### src/rtl/l1_fill_unit_pkg.sv
`default_nettype none
// ============================================================================
//  Module      : l1_fill_unit_pkg
//  Description : Shared block/chunk types for the L1 block cache and its
//                refill engine: block coordinates, block type, the invalid
//                tag coordinate, and the chunk-address mapping function.
//  Revision    : 1.0 - initial release
// ============================================================================
package l1_fill_unit_pkg;

  localparam int CHUNK_WIDTH = 16;
  localparam int COORD_W     = $clog2(CHUNK_WIDTH);
  localparam int ADDR_W      = 3 * COORD_W;
  localparam int BLOCK_W     = 8;

  typedef logic signed [COORD_W-1:0] coord_t;

  typedef struct packed {
    coord_t x;
    coord_t y;
    coord_t z;
  } BlockPos;

  typedef logic [BLOCK_W-1:0] BlockType;

  localparam BlockType BLOCK_AIR = '0;

  // Most negative coordinate; never a real position, so it doubles as the
  // "empty" tag written into cache entries on reset.
  localparam coord_t TAG_INVALID = coord_t'(-(CHUNK_WIDTH / 2));

  typedef enum logic [2:0] {
    ST_IDLE = 3'd0,
    ST_READ = 3'd1,
    ST_WAIT = 3'd2,
    ST_FILL = 3'd3,
    ST_SKIP = 3'd4
  } fill_state_e;

  // Two's-complement coordinates become offset binary by flipping the sign
  // bit, giving a dense unsigned {x,y,z} chunk address.
  function automatic logic [ADDR_W-1:0] block_pos_to_addr(input BlockPos p);
    return {~p.x[COORD_W-1], p.x[COORD_W-2:0],
            ~p.y[COORD_W-1], p.y[COORD_W-2:0],
            ~p.z[COORD_W-1], p.z[COORD_W-2:0]};
  endfunction

endpackage
`default_nettype wire

### src/rtl/l1_fill_unit_if.sv
`default_nettype none
// ============================================================================
//  Module      : l1_fill_unit_if
//  Description : Bundle of miss-request, chunk-BRAM and cache-fill signals
//                around the L1 fill unit.
//  Revision    : 1.0 - initial release
//  Ports       : master - fill unit side (drives done/mem/fill/busy)
//                slave  - environment side (drives miss requests, mem_data)
// ============================================================================
interface l1_fill_unit_if #(
  parameter int PORTS      = 4,
  parameter int CACHE_SIZE = 16
);
  import l1_fill_unit_pkg::*;

  logic    [PORTS-1:0]              miss_valid;
  BlockPos [PORTS-1:0]              miss_addr;
  logic    [PORTS-1:0]              miss_done;
  logic                             mem_en;
  logic    [ADDR_W-1:0]             mem_addr;
  BlockType                         mem_data;
  logic                             fill_valid;
  logic    [$clog2(CACHE_SIZE)-1:0] fill_index;
  BlockPos                          fill_tag;
  BlockType                         fill_data;
  logic                             busy;

  modport master (
    input  miss_valid, miss_addr, mem_data,
    output miss_done, mem_en, mem_addr, fill_valid, fill_index,
           fill_tag, fill_data, busy
  );

  modport slave (
    output miss_valid, miss_addr, mem_data,
    input  miss_done, mem_en, mem_addr, fill_valid, fill_index,
           fill_tag, fill_data, busy
  );

endinterface
`default_nettype wire

### src/rtl/l1_fill_unit_rr_arbiter.sv
`default_nettype none
// ============================================================================
//  Module      : rr_arbiter
//  Description : Combinational round-robin grant: first set request at or
//                after the pointer, wrapping around.
//  Revision    : 1.0 - initial release
//  Ports       : req_i       - request vector
//                ptr_i       - highest-priority index
//                any_o       - at least one request set
//                grant_oh_o  - one-hot grant
//                grant_idx_o - binary grant index
// ============================================================================
module rr_arbiter #(
  parameter int N = 4
) (
  input  wire logic [N-1:0]                        req_i,
  input  wire logic [((N > 1) ? $clog2(N) : 1)-1:0] ptr_i,
  output logic                                     any_o,
  output logic [N-1:0]                             grant_oh_o,
  output logic [((N > 1) ? $clog2(N) : 1)-1:0]     grant_idx_o
);

  localparam int IW = (N > 1) ? $clog2(N) : 1;
  localparam int JW = IW + 1;

  always_comb begin
    logic [JW-1:0] j;
    j           = '0;
    any_o       = 1'b0;
    grant_oh_o  = '0;
    grant_idx_o = '0;
    for (int i = 0; i < N; i++) begin
      // ptr + i is below 2N, so one conditional subtract wraps it.
      j = {1'b0, ptr_i} + JW'(i);
      if (j >= JW'(N)) j = j - JW'(N);
      if (!any_o && req_i[j[IW-1:0]]) begin
        any_o                  = 1'b1;
        grant_oh_o[j[IW-1:0]]  = 1'b1;
        grant_idx_o            = j[IW-1:0];
      end
    end
  end

endmodule
`default_nettype wire

### src/rtl/l1_fill_unit.sv
`default_nettype none
// ============================================================================
//  Module      : l1_fill_unit
//  Description : L1 block-cache miss handler. Arbitrates round-robin among
//                missing ports, reads the block from chunk BRAM, and writes
//                one cache entry with cyclic replacement. Misses to the same
//                position are resolved together.
//  Revision    : 1.0 - initial release
//  Ports       : clk_in - clock
//                rst_in - asynchronous active-low reset
//                bus    - miss requests / done, chunk BRAM, cache fill, busy
// ============================================================================
module l1_fill_unit
  import l1_fill_unit_pkg::*;
#(
  parameter int PORTS       = 4,
  parameter int CACHE_SIZE  = 16,
  parameter int MEM_LATENCY = 2
) (
  input wire logic       clk_in,
  input wire logic       rst_in,
  l1_fill_unit_if.master bus
);

  localparam int PW = (PORTS > 1) ? $clog2(PORTS) : 1;
  localparam int RW = $clog2(CACHE_SIZE);
  localparam int CW = (MEM_LATENCY > 1) ? $clog2(MEM_LATENCY) : 1;

  fill_state_e     state_q;
  logic [PW-1:0]   rr_ptr_q;
  logic [RW-1:0]   repl_ptr_q;
  logic [CW-1:0]   cnt_q;
  logic [PORTS-1:0] gnt_oh_q;
  BlockPos         addr_q;

  logic [PORTS-1:0]  miss_done_q;
  logic              mem_en_q;
  logic [ADDR_W-1:0] mem_addr_q;
  logic              fill_valid_q;
  logic [RW-1:0]     fill_index_q;
  BlockPos           fill_tag_q;
  BlockType          fill_data_q;
  logic              busy_q;

  logic             any_req;
  logic [PORTS-1:0] grant_oh;
  logic [PW-1:0]    grant_idx;
  BlockPos          sel_addr;
  logic             sel_invalid;
  logic [PORTS-1:0] done_d;

  rr_arbiter #(.N(PORTS)) u_arb (
    .req_i       (bus.miss_valid),
    .ptr_i       (rr_ptr_q),
    .any_o       (any_req),
    .grant_oh_o  (grant_oh),
    .grant_idx_o (grant_idx)
  );

  assign sel_addr    = bus.miss_addr[grant_idx];
  assign sel_invalid = (sel_addr.x == TAG_INVALID) || (sel_addr.y == TAG_INVALID) ||
                       (sel_addr.z == TAG_INVALID);

  // Granted port is always resolved, even if it dropped its request early;
  // any other live request for the same position rides along.
  always_comb begin
    done_d = gnt_oh_q;
    for (int i = 0; i < PORTS; i++) begin
      if (bus.miss_valid[i] && (bus.miss_addr[i] == addr_q)) done_d[i] = 1'b1;
    end
  end

  always_ff @(posedge clk_in or negedge rst_in) begin
    if (!rst_in) begin
      state_q      <= ST_IDLE;
      rr_ptr_q     <= '0;
      repl_ptr_q   <= '0;
      cnt_q        <= '0;
      gnt_oh_q     <= '0;
      addr_q       <= '0;
      miss_done_q  <= '0;
      mem_en_q     <= 1'b0;
      mem_addr_q   <= '0;
      fill_valid_q <= 1'b0;
      fill_index_q <= '0;
      fill_tag_q   <= '0;
      fill_data_q  <= BLOCK_AIR;
      busy_q       <= 1'b0;
    end else begin
      // Strobes and their payloads are single-cycle.
      miss_done_q  <= '0;
      mem_en_q     <= 1'b0;
      mem_addr_q   <= '0;
      fill_valid_q <= 1'b0;
      fill_index_q <= '0;
      fill_tag_q   <= '0;
      fill_data_q  <= BLOCK_AIR;
      case (state_q)
        ST_IDLE: begin
          if (any_req) begin
            gnt_oh_q <= grant_oh;
            addr_q   <= sel_addr;
            rr_ptr_q <= (grant_idx == PW'(PORTS - 1)) ? '0 : grant_idx + PW'(1);
            busy_q   <= 1'b1;
            if (sel_invalid) begin
              state_q     <= ST_SKIP;
              miss_done_q <= grant_oh;
            end else begin
              state_q    <= ST_READ;
              mem_en_q   <= 1'b1;
              mem_addr_q <= block_pos_to_addr(sel_addr);
            end
          end
        end
        ST_READ: begin
          state_q <= ST_WAIT;
          cnt_q   <= CW'(MEM_LATENCY - 1);
        end
        ST_WAIT: begin
          if (cnt_q == '0) begin
            state_q      <= ST_FILL;
            fill_valid_q <= 1'b1;
            fill_index_q <= repl_ptr_q;
            fill_tag_q   <= addr_q;
            fill_data_q  <= bus.mem_data;
            miss_done_q  <= done_d;
          end else begin
            cnt_q <= cnt_q - CW'(1);
          end
        end
        ST_FILL: begin
          repl_ptr_q <= (repl_ptr_q == RW'(CACHE_SIZE - 1)) ? '0 : repl_ptr_q + RW'(1);
          state_q    <= ST_IDLE;
          busy_q     <= 1'b0;
        end
        ST_SKIP: begin
          state_q <= ST_IDLE;
          busy_q  <= 1'b0;
        end
        default: begin
          state_q <= ST_IDLE;
          busy_q  <= 1'b0;
        end
      endcase
    end
  end

  assign bus.miss_done  = miss_done_q;
  assign bus.mem_en     = mem_en_q;
  assign bus.mem_addr   = mem_addr_q;
  assign bus.fill_valid = fill_valid_q;
  assign bus.fill_index = fill_index_q;
  assign bus.fill_tag   = fill_tag_q;
  assign bus.fill_data  = fill_data_q;
  assign bus.busy       = busy_q;

endmodule
`default_nettype wire

### src/flat_wrapper.sv
// flat-port wrapper written by rule: the top's interface ports become plain ports
module l1_fill_unit_flat import l1_fill_unit_pkg::*;
#(
  parameter int PORTS       = 4,
  parameter int CACHE_SIZE  = 16,
  parameter int MEM_LATENCY = 2
)
  (clk_in, rst_in, bus_miss_valid, bus_miss_addr, bus_mem_data, bus_miss_done, bus_mem_en, bus_mem_addr, bus_fill_valid, bus_fill_index, bus_fill_tag, bus_fill_data, bus_busy);
  l1_fill_unit_if #(.PORTS(PORTS), .CACHE_SIZE(CACHE_SIZE)) bus_i ();
  input wire logic clk_in;
  input wire logic rst_in;
  input wire logic [$bits(bus_i.miss_valid)-1:0] bus_miss_valid;
  input wire logic [$bits(bus_i.miss_addr)-1:0] bus_miss_addr;
  input wire logic [$bits(bus_i.mem_data)-1:0] bus_mem_data;
  output wire logic [$bits(bus_i.miss_done)-1:0] bus_miss_done;
  output wire logic [$bits(bus_i.mem_en)-1:0] bus_mem_en;
  output wire logic [$bits(bus_i.mem_addr)-1:0] bus_mem_addr;
  output wire logic [$bits(bus_i.fill_valid)-1:0] bus_fill_valid;
  output wire logic [$bits(bus_i.fill_index)-1:0] bus_fill_index;
  output wire logic [$bits(bus_i.fill_tag)-1:0] bus_fill_tag;
  output wire logic [$bits(bus_i.fill_data)-1:0] bus_fill_data;
  output wire logic [$bits(bus_i.busy)-1:0] bus_busy;
  assign bus_i.miss_valid = bus_miss_valid;
  assign bus_i.miss_addr = bus_miss_addr;
  assign bus_i.mem_data = bus_mem_data;
  assign bus_miss_done = bus_i.miss_done;
  assign bus_mem_en = bus_i.mem_en;
  assign bus_mem_addr = bus_i.mem_addr;
  assign bus_fill_valid = bus_i.fill_valid;
  assign bus_fill_index = bus_i.fill_index;
  assign bus_fill_tag = bus_i.fill_tag;
  assign bus_fill_data = bus_i.fill_data;
  assign bus_busy = bus_i.busy;
  l1_fill_unit #(.PORTS(PORTS), .CACHE_SIZE(CACHE_SIZE), .MEM_LATENCY(MEM_LATENCY)) u_core (.clk_in(clk_in), .rst_in(rst_in), .bus(bus_i));
endmodule
### config.mk
export PLATFORM = sky130hd
export DESIGN_NAME = l1_fill_unit_flat
export DESIGN_NICKNAME = d
export VERILOG_FILES = /design/src/rtl/l1_fill_unit_pkg.sv /design/src/rtl/l1_fill_unit_if.sv /design/src/rtl/l1_fill_unit_rr_arbiter.sv /design/src/rtl/l1_fill_unit.sv /design/src/flat_wrapper.sv
export SDC_FILE = /design/constraint.sdc
export NUM_CORES = 1
export LEC_CHECK = 0
export CAP_MARGIN = 10
export CORE_ASPECT_RATIO = 0.5
export CORE_MARGIN = 2
export CORE_UTILIZATION = 40
export DETAILED_ROUTE_END_ITERATION = 6
export PLACE_DENSITY = 0.67
export SKIP_LAST_GASP = 1
export SLEW_MARGIN = 25
export SYNTH_ARGS = -nofsm -noshare
export SYNTH_HDL_FRONTEND = slang
export SYNTH_SLANG_ARGS = --single-unit
### constraint.sdc
create_clock -name clk_in -period 4.7 [get_ports clk_in]
set_input_delay 1.175 -clock clk_in [delete_from_list [all_inputs] [get_ports clk_in]]
set_output_delay 1.175 -clock clk_in [all_outputs]
set_load 0.01 [all_outputs]
==> flow_metrics.py <==
metrics = {
    "global_routing": {
        "use_met1_pct": 29.6,
        "grt_util_all_layers_pct": 21.6,
        "grt_pass1_wl_um": 18800,
        "use_met3_pct": 6.53,
        "global_route.usage.met2_pct": 32.8,
        "antenna_found_initial": 0,
        "grt_pass1_vias": 3439,
        "grt.busiest_layer": "met2",
        "grt_max_degree": 39,
        "grt-ovfl-total": 0,
    },
    "synth": {
        "synth_nets": 487,
        "synth-edff-count": 0,
        "async_reset_ff_share_pct": 100,
        "ys.flop_type": "dfrtp_1",
        "netlist_area_um2": 4200,
        "synth-seq-area-share_pct": 41.1,
        "postSynthAreaPerCell_um2": 10.1,
        "synth.distinct_cells": 57,
        "synthCells": 416,
        "yosysWarnings": 0,
        "ys_ff_latch": 69,
    },
    "cts": {
        "cts_made_buffers": 9,
        "clkTransAtPathRegs_ps": 60,
        "ctsResizeCount": 0,
        "cts_tree": "yes",
        "cts_max_path_buffers": 2,
        "holdBufCountCts": 0,
        "ctsHtreeMaxLevel": 3,
        "post_cts_buffers": 0,
        "insertion_delay_ps": 330,
        "clk_root_buffer_cell": "clkbuf_16",
        "cts.sinks": 69,
    },
    "timing": {
        "relSlewSlack_pct": 41.0,
        "timing.final.crit_share_pct": 89.4,
        "worst_pin_slew_ps": 884,
        "rsz0062_at_grt": "false",
        "max_freq_mhz": 238,
        "fin_tns_setup_ps": 0,
        "finalSetupViolCount": 0,
        "fin_skew_ps": 6.88,
        "finalCriticalPeriod_ps": 4200,
        "hold_violations": 0,
        "final_max_slew_viol_count": 0,
    },
    "status": {
        "outcome": "finished, final reports clean",
    },
    "power": {
        "power_mw": 4.30,
        "power_leakage_nw": 2.45,
        "peakVddDrop_mv": 0.343,
        "p_per_area_nw_per_um2": 755,
    },
    "critical_path": {
        "worstSetupStartpointType": "primary input",
        "crit_required_ps": 4930,
        "cp_max_fo": 15,
        "reg2reg_slack_ps": 910,
        "cp-end-kind": "register",
        "cp_data_arrival_time_ps": 4440,
        "worstSetupPathType": "primary input to register",
        "reg2reg_depth": 9,
    },
    "finish": {
        "area_delta_synth_final_pct": 35.6,
        "fin_nets": 584,
        "drive_above_1_share_pct": 13.9,
        "diodes": 0,
        "fillers": 938,
        "stdcell_area_um2": 5700,
    },
    "worst_hold_path": {
        "hold_depth": 2,
        "hold_class": "register to register",
    },
    "floorplanning": {
        "start_util_pct": 41.1,
        "coreArea_um2": 10200,
        "die-area_um2": 11400,
        "die_h_um": 76.5,
        "die_w_um": 149,
        "rows": 26,
        "pin_count": 105,
    },
    "placement": {
        "placed_cell_area_um2": 5360,
        "numPortBuffers": 104,
        "gp_congestion": 0.885,
        "dp_hpwl_um": 9080,
    },
    "drt": {
        "routedWlPerCell_um": 18.0,
        "ant_nets": 0,
        "drt_pass1_iterations": 5,
        "dr.first_iter.drc_count": 265,
        "drc": 0,
        "vias_per_cell": 5.35,
        "drt_wl_total_um": 11800,
        "num_vias": 3520,
    },
    "flow_run": {
        "max_cap_viol_count": 0,
    },
}
## critical path: stages
cell             delay, ps
clkdlybuf4s50_1        620
mux4_2                 710
nor3_4                 290
a32o_2                 340
mux4_2                 560
a32o_2                 300
buf_12                 160
nor4_1                 260
## report_power, final
group	internal (mW)	switching, mW
clock network	0.482	0.265
logic	1.13	1.38
registers	0.816	0.218
total	2.43	1.87
## cell usage after synthesis, drive strengths merged (4+ instances only)
library cell	instances	area share, %
clkbuf	24	2.2
nor4	11	1.8
nor2	15	1.4
nand2	56	5.0
mux4	10	5.4
inv	10	0.89
a41oi	4	0.83
nand4	5	0.74
a32oi	4	1.0
xor2	28	5.8
a31oi	5	0.74
a32o	4	1.0
nor2b	7	1.2
o21ai	20	2.6
xnor2	23	4.8
dfrtp	69	41
a221o	4	0.95
ha	9	2.7
buf	9	2.1
nand3	15	1.8
and2	27	4.1
a21oi	10	1.2
mux2	4	1.1
mux2i	4	0.95
nor3	12	3.0
## worst paths after layout
| path | from | endpoint |
|---|---|---|
| max in group asynchronous | rst_in | u_core.addr_q[4]$_DFFE_PN0P_ |
| setup / recovery | bus_miss_valid[3] | u_core.bus.mem_addr[3]$_DFF_PN0_ |
| hold / removal | u_core.gnt_oh_q[0]$_DFFE_PN0P_ | u_core.gnt_oh_q[0]$_DFFE_PN0P_ |
| min in group asynchronous | rst_in | u_core.gnt_oh_q[1]$_DFFE_PN0P_ |
| hold reg to reg | u_core.gnt_oh_q[0]$_DFFE_PN0P_ | u_core.gnt_oh_q[0]$_DFFE_PN0P_ |
| setup reg to reg | u_core.rr_ptr_q[1]$_DFFE_PN0P_ | u_core.bus.mem_addr[3]$_DFF_PN0_ |
## placed cells by master (no fill, tap or decap), types with 2 or more instances in the layout
master,n
a211oi_1,3
a21boi_0,2
a21oi_1,10
a221o_1,4
a221oi_2,2
a31oi_1,5
a32o_1,2
a32o_2,2
a32oi_1,3
a41oi_1,4
and2_1,26
buf_4,14
bufinv_16,2
clkbuf_16,9
clkdlybuf4s50_1,103
clkinv_4,2
dfrtp_1,69
ha_1,9
inv_1,10
mux2_2,4
mux2i_1,4
mux4_2,9
nand2_1,56
nand2b_1,2
nand3_1,15
nand3b_1,2
nand4_1,5
nor2_1,14
nor2b_1,6
nor3_2,9
nor3_4,2
nor4_1,10
o211ai_1,2
o21a_1,2
o21ai_0,18
o21ai_2,2
or3_1,2
xnor2_1,23
xor2_1,28
## cell type report
type                            count  area [µm²]  share of cell area, %
Timing Repair Buffer              119        1160                   20.4
Clock buffer                       10         239                   4.20
Clock inverter                      6        93.8                   1.65
Sequential cell                    69        1730                   30.3
Tap cell                          140         175                   3.07
Inverter                           10        37.5                  0.659
Multi-Input combinational cell    304        2260                   39.7
## metal layers
layer	share of wire [%]	wire, µm	vias to the layer above
li1	-	-	1651
met1	46	5450	1712
met2	45	5360	135
met3	6.8	806	22
met4	1.9	223	0
met5	0	0	-
## sequential cells by signal, summed over array words and instances (netlist names)
register and count:
u_core.cnt_q 1, u_core.bus.fill_valid 1, u_core.bus.fill_tag 12, u_core.state_q 3, u_core.repl_ptr_q 4, u_core.rr_ptr_q 2
u_core.bus.mem_en 1, u_core.bus.fill_data 8, u_core.bus.mem_addr 12, u_core.gnt_oh_q 4, u_core.bus.miss_done 4, u_core.addr_q 12
u_core.bus.busy 1, u_core.bus.fill_index 4
## metrics by stage
step | setup WS, ps | util, % | instances | hold WS [ps]
finish | 497 | 55.8 | 658 | 482
global route | 411 | 55.8 | 658 | 501
floorplan | 757 | - | 416 | 444
global placement | 298 | 52.5 | 642 | 465
CTS | 554 | 55.8 | 658 | 483
detailed placement | 213 | 52.5 | 642 | 469
## kinds of logic (layout without fill, tap and decap cells)
kind of cell	Yosys count	in the layout	share of synthesized area, %
AO/OA/AOI/OAI	70	70	12.6
XOR/XNOR	51	51	10.6
adder cells (fa/ha/maj)	9	9	2.68
buffers and inverters	43	145	5.21
flip-flops	69	69	41.1
multiplexers	18	18	7.47
AND/OR/NAND/NOR	156	156	20.3
Power figures use the tool's default switching activity.
